===== src/rtl/bcd_updown_counter_if.sv =====
// Control and status bundle for the BCD up/down counter.
// The master side (tick source, stopwatch or timer front-end) drives the
// synchronous controls; the slave side (the counter) returns the registered
// count, the terminal-count pulse and the two combinational decodes.
// Control semantics: there is no valid/ready pair; every control input is
// sampled on each rising clock edge and acted on with priority
// clr > load > en, so a control is "accepted" on every edge it is high.
interface bcd_updown_counter_if #(
   parameter int DIGITS = 4
);
   logic                  clr;
   logic                  load;
   logic [4*DIGITS-1:0]   load_val;
   logic                  en;
   logic                  up;
   logic [4*DIGITS-1:0]   count;
   logic                  tc;
   logic                  at_limit;
   logic                  zero;

   modport master (
      output clr, load, load_val, en, up,
      input  count, tc, at_limit, zero
   );

   modport slave (
      input  clr, load, load_val, en, up,
      output count, tc, at_limit, zero
   );
endinterface


===== src/rtl/bcd_updown_counter.sv =====
// Parametrised N-digit BCD up/down counter with enable, synchronous clear,
// clamped parallel load, wrap or saturate at the range limits and a
// registered terminal-count pulse for cascading.
module bcd_updown_counter #(
   parameter int DIGITS   = 4,
   parameter int SATURATE = 0
) (
   input  logic                  clk_10Hz,
   input  logic                  reset_n,
   bcd_updown_counter_if.slave   bus
);

   localparam int W = 4 * DIGITS;

   logic [W-1:0]      count_q;
   logic [W-1:0]      count_d;
   logic              tc_q;
   logic              tc_d;

   logic [DIGITS-1:0] dig_is9;
   logic [DIGITS-1:0] dig_is0;
   logic [DIGITS:0]   carry;
   logic [DIGITS:0]   borrow;
   logic [W-1:0]      step_val;
   logic [W-1:0]      load_clamped;
   logic              all9;
   logic              all0;
   logic              limit;

   // Per-digit compares, single-digit step and load clamp.
   for (genvar i = 0; i < DIGITS; i++) begin : g_digit
      logic [3:0] d;
      logic [3:0] d_inc;
      logic [3:0] d_dec;
      logic [3:0] lv;

      assign d          = count_q[4*i +: 4];
      assign lv         = bus.load_val[4*i +: 4];
      assign dig_is9[i] = (d == 4'd9);
      assign dig_is0[i] = (d == 4'd0);
      assign d_inc      = dig_is9[i] ? 4'd0 : d + 4'd1;
      assign d_dec      = dig_is0[i] ? 4'd9 : d - 4'd1;

      // A digit only moves when every lower digit sits at its roll-over value.
      assign step_val[4*i +: 4] = bus.up ? (carry[i]  ? d_inc : d)
                                         : (borrow[i] ? d_dec : d);

      // Non-BCD load nibbles are clamped so count can never hold one.
      assign load_clamped[4*i +: 4] = (lv > 4'd9) ? 4'd9 : lv;
   end

   // Carry/borrow chain: AND of the lower-digit compares, digit 0 always steps.
   always_comb begin
      carry[0]  = 1'b1;
      borrow[0] = 1'b1;
      for (int i = 0; i < DIGITS; i++) begin
         carry[i+1]  = carry[i]  & dig_is9[i];
         borrow[i+1] = borrow[i] & dig_is0[i];
      end
   end

   assign all9  = carry[DIGITS];
   assign all0  = borrow[DIGITS];
   assign limit = bus.up ? all9 : all0;

   // Next count and terminal-count pulse, priority clr > load > en > hold.
   always_comb begin
      count_d = count_q;
      tc_d    = 1'b0;
      if (bus.clr) begin
         count_d = '0;
      end else if (bus.load) begin
         count_d = load_clamped;
      end else if (bus.en) begin
         if (limit) begin
            tc_d = 1'b1;
            // Stepping from all 9s / all 0s already yields the wrapped value.
            count_d = (SATURATE != 0) ? count_q : step_val;
         end else begin
            count_d = step_val;
         end
      end
   end

   // State register with asynchronous active-low reset.
   always_ff @(posedge clk_10Hz or negedge reset_n) begin
      if (!reset_n) begin
         count_q <= '0;
         tc_q    <= 1'b0;
      end else begin
         count_q <= count_d;
         tc_q    <= tc_d;
      end
   end

   assign bus.count    = count_q;
   assign bus.tc       = tc_q;
   assign bus.at_limit = limit;
   assign bus.zero     = all0;

endmodule

===== src/flat_wrapper.sv =====
// flat-port wrapper written by rule: the top's interface ports become plain ports
module bcd_updown_counter_flat 
#(
   parameter int DIGITS   = 4,
   parameter int SATURATE = 0
)
  (clk_10Hz, reset_n, bus_clr, bus_load, bus_load_val, bus_en, bus_up, bus_count, bus_tc, bus_at_limit, bus_zero);
  bcd_updown_counter_if #(.DIGITS(DIGITS)) bus_i ();
  input  logic clk_10Hz;
  input  logic reset_n;
  input wire logic [$bits(bus_i.clr)-1:0] bus_clr;
  input wire logic [$bits(bus_i.load)-1:0] bus_load;
  input wire logic [$bits(bus_i.load_val)-1:0] bus_load_val;
  input wire logic [$bits(bus_i.en)-1:0] bus_en;
  input wire logic [$bits(bus_i.up)-1:0] bus_up;
  output wire logic [$bits(bus_i.count)-1:0] bus_count;
  output wire logic [$bits(bus_i.tc)-1:0] bus_tc;
  output wire logic [$bits(bus_i.at_limit)-1:0] bus_at_limit;
  output wire logic [$bits(bus_i.zero)-1:0] bus_zero;
  assign bus_i.clr = bus_clr;
  assign bus_i.load = bus_load;
  assign bus_i.load_val = bus_load_val;
  assign bus_i.en = bus_en;
  assign bus_i.up = bus_up;
  assign bus_count = bus_i.count;
  assign bus_tc = bus_i.tc;
  assign bus_at_limit = bus_i.at_limit;
  assign bus_zero = bus_i.zero;
  bcd_updown_counter #(.DIGITS(DIGITS), .SATURATE(SATURATE)) u_core (.clk_10Hz(clk_10Hz), .reset_n(reset_n), .bus(bus_i));
endmodule

===== config.mk =====
export PLATFORM = sky130hd
export DESIGN_NAME = bcd_updown_counter_flat
export DESIGN_NICKNAME = d
export VERILOG_FILES = /design/src/rtl/bcd_updown_counter_if.sv /design/src/rtl/bcd_updown_counter.sv /design/src/flat_wrapper.sv
export SDC_FILE = /design/constraint.sdc
export NUM_CORES = 1
export LEC_CHECK = 0
export CAP_MARGIN = 10
export CORE_AREA = 5 5 76 61
export DETAILED_ROUTE_END_ITERATION = 16
export DIE_AREA = 0 0 81 66
export GPL_TIMING_DRIVEN = 0
export PLACE_DENSITY = 0.85
export REMOVE_ABC_BUFFERS = 1
export SLEW_MARGIN = 10
export SYNTH_ARGS = -nofsm -noshare
export SYNTH_HDL_FRONTEND = slang
export SYNTH_SLANG_ARGS = --single-unit

===== constraint.sdc =====
create_clock -name clk_10Hz -period 2.9 [get_ports clk_10Hz]
set_clock_uncertainty 0.2 [all_clocks]
set_input_delay 0.58 -clock clk_10Hz [delete_from_list [all_inputs] [get_ports clk_10Hz]]
set_output_delay 0.58 -clock clk_10Hz [all_outputs]
set_load 0.02 [all_outputs]

# --- Word-level counts from Yosys, hierarchy flattened ---
# Cells that the tools add are included.
classes:
  n_eq_ne: 7
  n_reduce_logical: 11
  muxes: 30
  add_sub_neg: 8
  n_bitwise: 6
  magnitude_cmp: 4
ops:
  columns: ["op", "n"]
  rows:
  - ["$mux 4", 22]
  - ["$mux 16", 3]
  - ["$add 4x1->4 const B", 4]
  - ["$eq 4x4->1 const B", 4]
  - ["$gt 4x4->1 const B", 4]
  - ["$logic_not 4->1", 4]
  - ["$sub 4x1->4 const B", 4]
  - ["$ne 4x3->1 const B", 3]
  - ["$reduce_bool 4->1", 3]
  - ["$reduce_and 3->1", 3]
  - ["$and 1x1->1", 6]
  - ["$mux 1", 5]
  - ["$reduce_bool 3->1", 1]
totals:
  output_inout_bits: 19
  regBits: 17
  inputBits: 22
  word_cells: 71

# --- Depth between registers and ports, before layout ---
# Gate-level depths: netlist (run 1).
depth:
  word_depth: 9
  depth_mapped: 7
  mapped_depth_nobuf: 6

# --- Worst setup path before layout (run 1) ---
# Ideal clock, no wire load.
synth_path:
  path_type: "flip-flop to output port"
  from: "register u_core.count_q[4], in the netlist u_core.bus.count[4]"
  to: "output port bus_at_limit"
  arrival_ns: 1.669
  path_buffers: 0
  path_stages_with_launch: 6
  setup_slack_ns: 0.451
  required_ns: 2.120
  cell_sequence: "dfrtp_1 inv_1 ha_1 nor3b_2 nand4_1 mux2i_1"
synth_between:
  elab_chain_len: 5
  elab_cells_between_ends: 9
  cone_classes: "1 x eq/ne; 1 x mux; 6 x bitwise; 1 x reduce/logical"
synth_lines:
  columns: ["element", "line_no", "rtl"]
  rows:
  - ["start: declaration", "bcd_updown_counter.sv:15", "logic [W-1:0] count_q;"]
  - ["start signal: assignment", "bcd_updown_counter.sv:91", "count_q <= count_d;"]
  - ["$eq 4x4->1 or $logic_not 4->1 (tied branches)", "bcd_updown_counter.sv:39, bcd_updown_counter.sv:40", null]
  - ["$and 1x1->1 (on tied branches) (3 in a row)", "bcd_updown_counter.sv:57, bcd_updown_counter.sv:58", null]
  - ["$mux 1 *", "bcd_updown_counter.sv:64", "assign limit = bus.up ? all9 : all0;"]
  - ["end: declaration", "flat_wrapper.sv:18", "output wire logic [$bits(bus_i.at_limit)-1:0] bus_at_limit;"]
# Every way passes the cells marked *; elsewhere a longest branch is shown, timed or not.

# --- Final worst setup path (run 1) ---
layout_path:
  from: "register u_core.count_q[5], in the netlist u_core.bus.count[5]"
  to: "output port bus_at_limit"
# Same word-level chain as after synthesis.

==> results of run 1 <==
metrics by stage:
step | worst slack (ns) | setup TNS, ns | util | total power [mW]
global placement | -0.300 | -1.70 | 0.576 | 0.692
detailed placement | -0.322 | -1.69 | 0.576 | 0.702
global route | 0.0125 | 0 | 0.593 | 0.966
CTS | 0.00146 | 0 | 0.593 | 0.906
finish | 0.110 | 0 | 0.593 | 0.910
floorplan | 0.451 | 0 | - | 0.546
power groups by stage:
stage	combinational, mW	sequential [mW]	clock, mW
after floorplan	0.202	0.344	0
after global placement	0.367	0.326	0
after detailed placement	0.374	0.328	0
after CTS	0.389	0.326	0.191
after global routing	0.428	0.337	0.200
final	0.392	0.329	0.189
placed cells by master (no fill, tap or decap), types with 2 or more instances in the layout:
| cell type | n |
|---|---|
| dfrtp_2 | 2 |
| clkbuf_8 | 3 |
| xnor2_1 | 5 |
| a22oi_1 | 3 |
| nand4_1 | 7 |
| and3_1 | 3 |
| nor2_1 | 11 |
| o22ai_1 | 3 |
| a221oi_1 | 2 |
| o21ai_0 | 19 |
| o21bai_1 | 2 |
| nand3_1 | 7 |
| mux2i_1 | 3 |
| a211o_1 | 3 |
| clkdlybuf4s50_1 | 36 |
| o21a_1 | 5 |
| nor2b_1 | 3 |
| o211ai_1 | 2 |
| nand2b_1 | 10 |
| dlygate4sd2_1 | 2 |
| a31oi_1 | 2 |
| a211oi_1 | 3 |
| a32o_1 | 6 |
| nand2_1 | 7 |
| nor3_1 | 4 |
| inv_1 | 20 |
| ha_1 | 10 |
| a21oi_1 | 17 |
| nand3b_1 | 4 |
| nor3b_4 | 2 |
| and3b_1 | 2 |
| dfrtp_1 | 15 |
cells by family after synthesis:
family,count (synthesis),synth area share
AOI/OAI and AO/OA,81,0.307
xor gates and xnor gates,5,0.0235
adders and majority gates,10,0.0671
buffers and inverters,34,0.102
DFF,17,0.228
muxes,4,0.0221
and+or+nand+nor,74,0.250
how the worst max path moves through the flow:
stage / to / cells after the start
finish: bus_at_limit / 6
global route: bus_at_limit / 6
CTS: bus_at_limit / 6
detailed placement: bus_at_limit / 3
global placement: bus_at_limit / 3
floorplan: bus_at_limit / 5
flip-flops by register name, summed over array words and instances (netlist names):
| register | count |
|---|---|
| u_core.bus.count | 16 |
| u_core.bus.tc | 1 |
repair_timing:
| action | in CTS | in global routing |
|---|---|---|
| resized for setup | 6 | 5 |
| cloned | 0 | 0 |
| setup endpoints to repair | 2 | 7 |
| hold buffers | 0 | 0 |
| buffers inserted | 1 | 0 |
final cells by class:
cell class                      count  area [µm²]  area share
Tap cell                           55        68.8      0.0301
Clock buffer                        4        45.0      0.0197
Timing Repair Buffer               41         403       0.176
Multi-Input combinational cell    174        1270       0.554
Inverter                           20        75.1      0.0328
Sequential cell                    17         428       0.187
layer usage:
| layer | vias to the layer above | global-route usage |
|---|---|---|
| met2 | 85 | 0.315 |
| met3 | 4 | 0.0531 |
| met1 | 887 | 0.271 |
| met5 | - | 0 |
| met4 | 0 | 0.0338 |
| li1 | 902 | - |
==> impl_metrics.env, run 1 <==
export IMPL_outcome="completed"
export IMPL_netlist_top_cells_count="20 x inv_1, 19 x o21ai_0, 17 x a21oi_1, 17 x dfrtp_1, 11 x nor2_1"
export IMPL_power_density_nw_per_um2=398
export IMPL_dieArea_um2=5350
export IMPL_overflow=0
export IMPL_core_um2=3850
export IMPL_slowest_delay_ns=0.46
export IMPL_top_layer_used="met4"
export IMPL_cts_buffer_depth=2
export IMPL_rsz0062_at_grt="no"
export IMPL_rrSetupSlack_ns=0.51
export IMPL_min_path_cells=1
export IMPL_final_area_um2=2290
export IMPL_avgSynthCellArea_um2=8.29
export IMPL_io_buffers=40
export IMPL_cp_arrival_ns=2.01
export IMPL_grt_antenna_before_repair=0
export IMPL_grt_max_degree=26
export IMPL_cp_end_kind="output pin"
export IMPL_start_util=0.484
export IMPL_synth_most_common_cell="inv_1"
export IMPL_synth_top_area_frac=0.228
export IMPL_cp_startpoint="u_core.bus.count[5]"
export IMPL_reg2reg_to="u_core.bus.count[12]"
export IMPL_dr_pass1_iters=5
export IMPL_r2r_start="u_core.bus.count[5]"
export IMPL_worstSetupStartpointType="register"
export IMPL_cellLeakagePower_nw=0.904
export IMPL_place_inst=306
export IMPL_cp_top_family="flip-flops"
export IMPL_synth_warnings=0
export IMPL_area_delta_synth_final_pct=22.6
export IMPL_required_ns=2.12
export IMPL_synth_seq_cells=17
export IMPL_max_freq_ghz=0.358
export IMPL_async_flop_share=1.00
export IMPL_cts_buffers=3
export IMPL_drc=0
export IMPL_p_seq_frac=0.361
export IMPL_min_from="u_core.bus.count[8]"
export IMPL_die_w_um=81
export IMPL_drtAntennaViolNets=0
export IMPL_num_io_pins=41
export IMPL_grt_pass1_wl_mm=8.47
export IMPL_path_class="register to output pin"
export IMPL_maxSlewViolCount=0
export IMPL_grt_use_total=0.198
export IMPL_clkLatencyLatePin_ns=0.26
export IMPL_cts_tree="yes"
export IMPL_fin_cells=311
export IMPL_finalHoldWorstSlack_ns=0.439
export IMPL_yosys_top_cells_area="dfrtp_1 23%, ha_1 6.7%, o21ai_0 5.1%, a21oi_1 4.6%, inv_1 4.0%"
export IMPL_post_dp_cell_area_um2=2220
export IMPL_holdPathEnd="u_core.bus.count[8]"
export IMPL_switching_power_mw=0.358
export IMPL_crit_buf_inv=2
export IMPL_via_per_inst=6.04
export IMPL_fin_crit_sh=0.962
export IMPL_max_vdd_ir_drop_uv=227
export IMPL_wl_met1_mm=2.28
export IMPL_routed_wl_met3_um=468
export IMPL_route_vias_total=1878
export IMPL_wl_per_cell_um=16.5
export IMPL_clock_root_buffer="clkbuf_8"
export IMPL_wl_met2_mm=2.35
export IMPL_pwr_share_clk=0.208
export IMPL_post_synth_num_cell_types=62
export IMPL_worstPathCellList="inv_1 > ha_1 > nor3b_4 > nand4_1 > mux2i_1 > clkbuf_2"
export IMPL_final_nets=289
export IMPL_r2r_cells=7
export IMPL_synth_edf_count=0
export IMPL_worst_slew_pin_slew_ns=0.865
export IMPL_htree_levels=1
export IMPL_cap_violations=0
export IMPL_row_count=20
export IMPL_grt_pass1_vias=1850
export IMPL_place_gp_congestion=0.925
export IMPL_hold_path_class="register to register"
export IMPL_drive_gt1_frac=0.0781
export IMPL_dpl_hpwl_mm=3.68
export IMPL_clock_sinks=17
export IMPL_clk_pin_slew_worst_paths_ns=0.07
export IMPL_swShare=0.394
export IMPL_setup_violations=0
export IMPL_fillers=351
export IMPL_insertedDiodeCount=0
export IMPL_wirelength_mm=5.13
export IMPL_synth_top_cell_by_area="dfrtp_1"
export IMPL_drtIter0Drc=188
export IMPL_finalHoldViolCount=0
export IMPL_power_internal_mw=0.551
export IMPL_relSlewSlack=0.422
export IMPL_cp_slowest_cell="dfrtp_1"
export IMPL_synth_top_flop_cell="dfrtp_1"
export IMPL_syn_inst=225
export IMPL_pwr_share_comb=0.431
export IMPL_die_y_um=66
export IMPL_ys_seq_area_frac=0.228
export IMPL_synth_area_um2=1860
export IMPL_period_needed_ns=2.79
export IMPL_crit_fanout=6
Note: power is estimated with default switching activity, not from simulation.
==> run 2: changes to the inputs <==
Settings changed: CTS_CLUSTER_SIZE from default to 30, MAX_ROUTING_LAYER from default to met4, SLEW_MARGIN 10 to default.
==> run 2 against run 1 <==
Compared with the run above: clock-buffer cell count unchanged; total power is essentially flat; via count shrank 0.16%; design area unchanged; sequential share of layout area is the same; critical path type unchanged; largest power group unchanged.
==> impl_metrics.env, run 2 (synthesized netlist as in run 1, its figures left out) <==
export IMPL_drtIter0Drc=188
export IMPL_drc=0
export IMPL_fin_tns_setup_ns=0
export IMPL_cp_end_kind="output pin"
export IMPL_r2r_start="u_core.bus.count[5]"
export IMPL_clkLatencyLatePin_ns=0.26
export IMPL_die_y_um=66
export IMPL_clk_pin_slew_worst_paths_ns=0.07
export IMPL_required_ns=2.12
export IMPL_via_per_inst=6.03
export IMPL_core_um2=3850
export IMPL_min_path_cells=1
export IMPL_io_buffers=40
export IMPL_slowest_delay_ns=0.46
export IMPL_dieArea_um2=5350
export IMPL_setup_slack_ns=0.111
export IMPL_die_w_um=81
export IMPL_relSlewSlack=0.420
export IMPL_cts_buffers=3
export IMPL_clock_sinks=17
export IMPL_rrSetupSlack_ns=0.51
export IMPL_max_freq_ghz=0.358
export IMPL_cap_violations=0
export IMPL_drive_gt1_frac=0.0781
export IMPL_power_density_nw_per_um2=398
export IMPL_grt_use_total=0.203
export IMPL_place_gp_congestion=0.941
export IMPL_pre_cts_ws_ns=-0.322
export IMPL_cts_buffer_depth=2
export IMPL_hold_path_class="register to register"
export IMPL_start_util=0.484
export IMPL_final_common_cell="clkdlybuf4s50_1"
export IMPL_worst_slew_pin_slew_ns=0.869
export IMPL_worstPathCellList="inv_1 > ha_1 > nor3b_4 > nand4_1 > mux2i_1 > clkbuf_2"
export IMPL_cp_arrival_ns=2.01
export IMPL_path_class="register to output pin"
export IMPL_final_nets=289
export IMPL_dpl_hpwl_mm=3.68
export IMPL_clock_root_buffer="clkbuf_8"
export IMPL_multiInputGateArea_um2=1270
export IMPL_grt_pass1_vias=1853
export IMPL_cp_slowest_cell="dfrtp_1"
export IMPL_insertedDiodeCount=0
export IMPL_regArea_um2=428
export IMPL_finalHoldViolCount=0
export IMPL_wl_per_cell_um=16.5
export IMPL_htree_levels=1
export IMPL_drtAntennaViolNets=0
export IMPL_grt_antenna_before_repair=0
export IMPL_crit_buf_inv=2
export IMPL_cts_tree="yes"
export IMPL_fillers=351
export IMPL_crit_fanout=6
export IMPL_cp_top_family="flip-flops"
export IMPL_period_needed_ns=2.79
export IMPL_overflow=0
export IMPL_cp_startpoint="u_core.bus.count[5]"
export IMPL_max_vdd_ir_drop_uv=227
export IMPL_cp_depth=6
export IMPL_rsz0062_at_grt="no"
export IMPL_maxSlewViolCount=0
export IMPL_row_count=20
export IMPL_grt_pass1_wl_mm=8.47
export IMPL_dr_pass1_iters=5
export IMPL_route_vias_total=1875
export IMPL_worstSetupStartpointType="register"
export IMPL_cellLeakagePower_nw=0.904
export IMPL_outcome="completed"
export IMPL_grt_max_degree=26
export IMPL_setup_violations=0
export IMPL_fin_crit_sh=0.962
export IMPL_area_delta_synth_final_pct=22.6
export IMPL_wirelength_mm=5.12
export IMPL_p_total_mw=0.910
export IMPL_r2r_cells=7
export IMPL_min_from="u_core.bus.count[8]"
export IMPL_most_common_layout_cells="36 x clkdlybuf4s50_1, 20 x inv_1, 19 x o21ai_0"
export IMPL_largest_reg_flops=16
export IMPL_num_io_pins=41
export IMPL_finalHoldWorstSlack_ns=0.435
==> run 2: cell counts in the layout (fill, tap and decap cells not counted) <==
Identical to the previous run, type by type.
==> run 2: worst paths after layout <==
check                                  endpoint
max                                bus_at_limit
min                         u_core.bus.count[8]
max reg2reg                u_core.bus.count[12]
min reg2reg                 u_core.bus.count[8]
max in group asynchronous   u_core.bus.count[4]
min in group asynchronous   u_core.bus.count[5]
==> run 2: layout make-up <==
cell class | count | area share
multi-input cells | 174 | 0.554
repair buffers | 41 | 0.176
clock buffers | 4 | 0.0197
well taps | 55 | 0.0301
inverters | 20 | 0.0328
flip-flops and latches | 17 | 0.187
==> run 2: metal layers <==
layer  vias up  share of wire  GRT usage
li1        902              -          -
met1       880           0.44      0.272
met2        87           0.46      0.315
met3         6          0.092     0.0518
met4         0         0.0070     0.0338
met5         -              0          -
==> run 2: timing repair <==
| action | 4_1_cts | 5_1_grt |
|---|---|---|
| endpoints found under the setup margin | 2 | 7 |
| pin swaps | 0 | 0 |
| buffers inserted | 1 | 0 |
| resized for setup | 6 | 5 |
| hold buffers | 0 | 0 |
==> run 2: power breakdown <==
| part | internal (mW) | switching [mW] | leakage (nW) |
|---|---|---|---|
| registers | 0.262 | 0.0669 | 0.220 |
| clock network | 0.0979 | 0.0911 | 0.0228 |
| logic | 0.192 | 0.200 | 0.661 |
==> run 2: stage by stage <==
stage,util,instances,area [µm²]
after global placement,0.576,306,2220
after floorplan,-,211,1750
after detailed placement,0.576,306,2220
after CTS,0.593,311,2280
after global routing,0.593,311,2290
final,0.593,311,2290
